===== src/rtl/sirius_pkg.sv =====
// Shared definitions for the Sirius register file: default geometry, clear-FSM
// state encoding and the constants for the hard-wired zero register.
package sirius_pkg;

    localparam int DATA_W_DEF = 32;
    localparam int ADDR_W_DEF = 5;

    // Index of the register that always reads as zero and ignores writes.
    localparam int ZERO_REG = 0;
    // Sliced down to the actual register width where it is used.
    localparam logic [1023:0] ZERO_WORD = '0;

    typedef enum logic {
        CLR_IDLE  = 1'b0,
        CLR_SWEEP = 1'b1
    } clr_state_t;

endpackage


===== src/rtl/regfile_clr_fsm.sv =====
// Sequential clear engine: walks register indices 1..DEPTH-1, one per cycle,
// and tells the array which entry to zero.
module regfile_clr_fsm
    import sirius_pkg::*;
#(
    parameter int ADDR_W = ADDR_W_DEF
) (
    input  logic              clk,
    input  logic              rst,
    input  logic              clr_req,
    output logic              clr_busy,
    output logic              clr_done,
    output logic              clr_en,
    output logic [ADDR_W-1:0] clr_idx
);

    localparam logic [ADDR_W-1:0] LAST_IDX = {ADDR_W{1'b1}};

    clr_state_t        state_reg, state_next;
    logic [ADDR_W-1:0] idx_reg, idx_next;

    always_ff @(posedge clk or negedge rst) begin
        if (!rst) begin
            state_reg <= CLR_IDLE;
            idx_reg   <= '0;
        end else begin
            state_reg <= state_next;
            idx_reg   <= idx_next;
        end
    end

    always_comb begin
        state_next = state_reg;
        idx_next   = idx_reg;
        clr_busy   = 1'b0;
        clr_done   = 1'b0;
        clr_en     = 1'b0;
        clr_idx    = idx_reg;
        case (state_reg)
            CLR_IDLE: begin
                // Register 0 needs no clearing, so the sweep starts at 1.
                if (clr_req) begin
                    state_next = CLR_SWEEP;
                    idx_next   = ADDR_W'(1);
                end
            end
            CLR_SWEEP: begin
                clr_busy = 1'b1;
                clr_en   = 1'b1;
                if (idx_reg == LAST_IDX) begin
                    clr_done   = 1'b1;
                    state_next = CLR_IDLE;
                    idx_next   = '0;
                end else begin
                    idx_next = idx_reg + ADDR_W'(1);
                end
            end
            default: state_next = CLR_IDLE;
        endcase
    end

endmodule


===== src/rtl/regfile_mp.sv =====
// Multi-port register file with write bypass, per-register pending scoreboard
// and a sequential clear sweep that blanks all ports while it runs.
module regfile_mp
    import sirius_pkg::*;
#(
    parameter int DATA_W = DATA_W_DEF,
    parameter int ADDR_W = ADDR_W_DEF,
    parameter int NUM_RD = 2,
    parameter int NUM_WR = 2
) (
    input  logic                     clk,
    input  logic                     rst,
    input  logic [NUM_WR-1:0]        we,
    input  logic [NUM_WR*ADDR_W-1:0] waddr,
    input  logic [NUM_WR*DATA_W-1:0] wdata,
    input  logic [NUM_RD-1:0]        re,
    input  logic [NUM_RD*ADDR_W-1:0] raddr,
    output logic [NUM_RD*DATA_W-1:0] rdata,
    output logic [NUM_RD-1:0]        rpend,
    input  logic                     iss_valid,
    input  logic [ADDR_W-1:0]        iss_addr,
    output logic                     iss_ready,
    input  logic                     clr_req,
    output logic                     clr_busy,
    output logic                     clr_done
);

    localparam int DEPTH = 1 << ADDR_W;
    localparam logic [ADDR_W-1:0] ZERO_ADDR = ADDR_W'(ZERO_REG);
    localparam logic [DATA_W-1:0] ZERO_DATA = ZERO_WORD[DATA_W-1:0];

    logic [DATA_W-1:0] mem_reg  [DEPTH];
    logic [DATA_W-1:0] mem_next [DEPTH];
    logic [DEPTH-1:0]  pend_reg, pend_next;

    logic [NUM_WR-1:0] we_eff;
    logic              iss_fire;
    logic              clr_en;
    logic [ADDR_W-1:0] clr_idx;

    regfile_clr_fsm #(
        .ADDR_W (ADDR_W)
    ) u_clr_fsm (
        .clk      (clk),
        .rst      (rst),
        .clr_req  (clr_req),
        .clr_busy (clr_busy),
        .clr_done (clr_done),
        .clr_en   (clr_en),
        .clr_idx  (clr_idx)
    );

    // The sweep owns the array: writes and issues are dropped, not stalled.
    assign we_eff    = clr_busy ? '0 : we;
    assign iss_ready = ~clr_busy;
    assign iss_fire  = iss_valid & iss_ready & (iss_addr != ZERO_ADDR);

    // Per-address resolve; later ports overwrite earlier ones, so the highest
    // index wins. Issue is applied last so a new producer beats a retire.
    always_comb begin
        for (int a = 0; a < DEPTH; a++) begin
            mem_next[a]  = mem_reg[a];
            pend_next[a] = pend_reg[a];
            for (int k = 0; k < NUM_WR; k++) begin
                if (we_eff[k] && (waddr[k*ADDR_W +: ADDR_W] == ADDR_W'(a))) begin
                    mem_next[a]  = wdata[k*DATA_W +: DATA_W];
                    pend_next[a] = 1'b0;
                end
            end
            if (clr_en && (clr_idx == ADDR_W'(a))) begin
                mem_next[a]  = ZERO_DATA;
                pend_next[a] = 1'b0;
            end
            if (iss_fire && (iss_addr == ADDR_W'(a))) begin
                pend_next[a] = 1'b1;
            end
        end
        mem_next[ZERO_REG]  = ZERO_DATA;
        pend_next[ZERO_REG] = 1'b0;
    end

    always_ff @(posedge clk or negedge rst) begin
        if (!rst) begin
            for (int a = 0; a < DEPTH; a++) begin
                mem_reg[a] <= '0;
            end
            pend_reg <= '0;
        end else begin
            mem_reg  <= mem_next;
            pend_reg <= pend_next;
        end
    end

    genvar gi;
    generate
        for (gi = 0; gi < NUM_RD; gi++) begin : g_rd
            logic [ADDR_W-1:0] addr;
            logic [DATA_W-1:0] word;
            logic              pend;

            assign addr = raddr[gi*ADDR_W +: ADDR_W];

            // Pending is read from the stored bit only; a same-cycle retire
            // becomes visible after the edge.
            always_comb begin
                word = ZERO_DATA;
                pend = 1'b0;
                if (!clr_busy && re[gi] && (addr != ZERO_ADDR)) begin
                    word = mem_reg[addr];
                    pend = pend_reg[addr];
                    for (int k = 0; k < NUM_WR; k++) begin
                        if (we_eff[k] && (waddr[k*ADDR_W +: ADDR_W] == addr)) begin
                            word = wdata[k*DATA_W +: DATA_W];
                        end
                    end
                end
            end

            assign rdata[gi*DATA_W +: DATA_W] = word;
            assign rpend[gi]                  = pend;
        end
    endgenerate

endmodule


===== config.mk =====
export PLATFORM = sky130hd
export DESIGN_NAME = regfile_mp
export DESIGN_NICKNAME = d
export VERILOG_FILES = /design/src/rtl/sirius_pkg.sv /design/src/rtl/regfile_clr_fsm.sv /design/src/rtl/regfile_mp.sv
export SDC_FILE = /design/constraint.sdc
export NUM_CORES = 2
export LEC_CHECK = 0
export BUFFER_PORTS_ARGS = -buffer_cell sky130_fd_sc_hd__buf_2
export CAP_MARGIN = 10
export CORE_UTILIZATION = 35
export DETAILED_ROUTE_END_ITERATION = 12
export PLACE_DENSITY = 0.55
export SETUP_SLACK_MARGIN = 0.15
export SKIP_CTS_REPAIR_TIMING = 1
export SYNTH_ARGS = -nofsm -noshare
export SYNTH_HDL_FRONTEND = slang
export SYNTH_SLANG_ARGS = --single-unit
export TNS_END_PERCENT = 1

===== constraint.sdc =====
create_clock -name clk -period 2.5 [get_ports clk]
set_input_delay 0.125 -clock clk [delete_from_list [all_inputs] [get_ports clk]]
set_output_delay 0.125 -clock clk [all_outputs]
set_load 0.05 [all_outputs]

==> reports/qor.csv <==
metric,value,unit
status,"complete, but fails checks",
violations,"negative hold slack, negative setup slack",
ff2ff_path_depth,7,
hold_depth,6,
maxSlewViolCount,0,
gp_congestion,0.9470,
cts_tree,built,
r2r-start,u_clr_fsm.state_reg$_DFF_PN0_,
relSlewSlack,0.1918,
nNetsFinal,7003,
largest_reg_flops,992,
min_path_type,input pin to register,
yosys_warnings,0,
grt_pass1_vias,60900,
post_drt_wl_per_cell,32.03,um
start_util,0.3530,
synth.avg_cell_area,10.16,um2
grt_pass1_wl,442100,um
port_buffers,165,
cellPowerDensity,799.1,nW/um2
syn_area,68120,um2
seqPwrFrac,0.396,
crit_start,u_clr_fsm.state_reg$_DFF_PN0_,
final_cells,9525,
ff2ff_setup_slack,140,ps
cts_max_path_buffers,3,
mostFrequentLayoutCell,mux2i_1,
drt-total-wl,305100,um
pre_cts_ws,-323.4,ps
design_area,84460,um2
drv_cap,0,
core,193000,um2
synth-main-ff-cell,dfrtp_1,
clkPwrFrac,0.285,
critPathCaptureType,output port,
die_area,196400,um2
r2r_end,mem_reg[111]$_DFFE_PN0P_,
switchingPower,24.33,mW
power.internal,43.16,mW
dr.pass1.iters,5,
synth_cell_type_count,62,
swShare,0.3605,
place_area,79240,um2
met1Wirelength,123100,um
async_reset_ff_frac,1.000,
fin_hold_ws,-37.80,ps
final_hold_viol_count,9,
fin_ws,-843.5,ps
area_growth,23.99,%
syn_inst,6702,
final_cell_mix,"1691 x mux2i_1, 1027 x dfrtp_1, 590 x buf_4",
num_rows,161,
die_x,443.2,um
setup_viol,67,
ant_nets,0,
min_period,3344,ps
grt_remaining_overflow,0,
cp-start-kind,register,
combPwrFrac,0.319,
dr_wl_met2,137800,um
wl_met3,25360,um
peakVddDrop,0.6463,mV
synth_edf_count,0,
cts_buffers,115,
synth.net_count,6805,
cts.clk_slew.worst_paths,70,ps
synth_top_area_share,0.3780,
cts_sinks,1029,
die_h,443.2,um
synth_area_leader_cell,dfrtp_1,
skew,23.49,ps
fin_crit_sh,1.337,
p_leak,38.47,nW
worst_slew_pin_slew,1210,ps
fmax,299.1,MHz
synthTopCellsByArea,"dfrtp_1 38%, mux2i_1 25%, o2bb2ai_1 4.9%",
remaining_drc_errors,0,
io_pins,166,
antenna_found_initial,8,
dpl.hpwl,207500,um
dp.cells,9255,
worstSetupPathType,register to output port,
worst-endpoint-required,2380,ps
synth_seq_area_share,0.3780,
drive_gt1_frac,0.2282,
cts_htree_levels,3,
crit_fanout,6,
ctsRootBufferMaster,clkbuf_16,
clk_latency,780,ps
grt_usage,0.3016,
finalSetupTns,-37650,ps
highest_layer,met5,
min_from,iss_valid,
rsz0062_at_grt,yes,
grt_max_degree,147,
num_vias,61550,
vias_per_cell,6.462,
ys_seq_elements,1029,
holdPathEnd,pend_reg[9]$_DFFE_PN0P_,
drtIter0Drc,7291,
cp.arrival,3220,ps
## synth_stat cells, types with 62 or more instances
library cell / instances
mux2i_1: 1691
dfrtp_1: 1029
clkbuf_1: 583
a21oi_1: 473
o2bb2ai_1: 384
o22ai_1: 324
nand3_1: 279
o21ai_0: 274
nor3_1: 230
buf_2: 181
mux4_2: 112
nor2_1: 106
a211oi_1: 92
nand2_1: 87
nor2b_1: 87
buf_1: 74
buf_4: 74
mux2_2: 68
a221oi_1: 65
a32oi_1: 64
o41ai_1: 62
## per-stage QoR
stage                     power (mW)  utilization
final                          67.49       0.4377
after global routing           70.38       0.4376
after CTS                      66.83       0.4323
after detailed placement       47.57       0.4106
after global placement         46.90       0.4106
after floorplan                38.84            -
## layout make-up
type	count	area [um2]
Clock buffer	169	3523
Multi-Input combinational cell	4743	40580
Clock inverter	41	655.6
Inverter	9	38.79
Tap cell	2526	3161
Timing Repair Buffer	1002	10730
Antenna cell	6	15.01
Fill cell	17970	108500
Sequential cell	1029	25750
## worst max path at each step
| stage | end | slack, ps | cells past startpoint |
|---|---|---|---|
| after floorplan | mem_reg[10]$_DFFE_PN0P_ | 140 | 11 |
| after global placement | rdata[7] | -310 | 11 |
| after global routing | rdata[28] | -810 | 7 |
| final | rdata[28] | -840 | 7 |
| after detailed placement | rdata[1] | -320 | 11 |
| after CTS | rdata[26] | -1010 | 7 |
## power groups by stage
stage	logic, mW	registers [mW]	clock network, mW
floorplan	13.7	25.1	0
detailed placement	20.9	26.7	0
CTS	20.9	26.5	19.4
global placement	20.4	26.5	0
finish	21.5	26.7	19.2
global route	23.0	27.3	20.0
## layer usage
layer | vias up | global-route usage
li1 | 25950 | -
met1 | 31380 | 0.3941
met2 | 3361 | 0.4709
met3 | 860 | 0.05034
met4 | 2 | 0.1731
met5 | - | 0
## critical path, cell delays in order (launching register included)
cell,delay [ps]
dfrtp_2,460
clkinv_4,90
o211ai_1,160
a21oi_4,280
nand2b_4,180
buf_12,180
o41ai_4,840
buf_12,220
## kinds of logic after synthesis
logic type / after synthesis / share of synthesized area
buffers and inverters: 930 / 0.05964
muxes: 1871 / 0.2968
DFF: 1029 / 0.3780
adders and majority gates: 6 / 0.001102
AOI/OAI and AO/OA: 1937 / 0.1928
and+or+nand+nor: 907 / 0.06881
xor gates and xnor gates: 22 / 0.002829
Power figures use the tool's default switching activity.
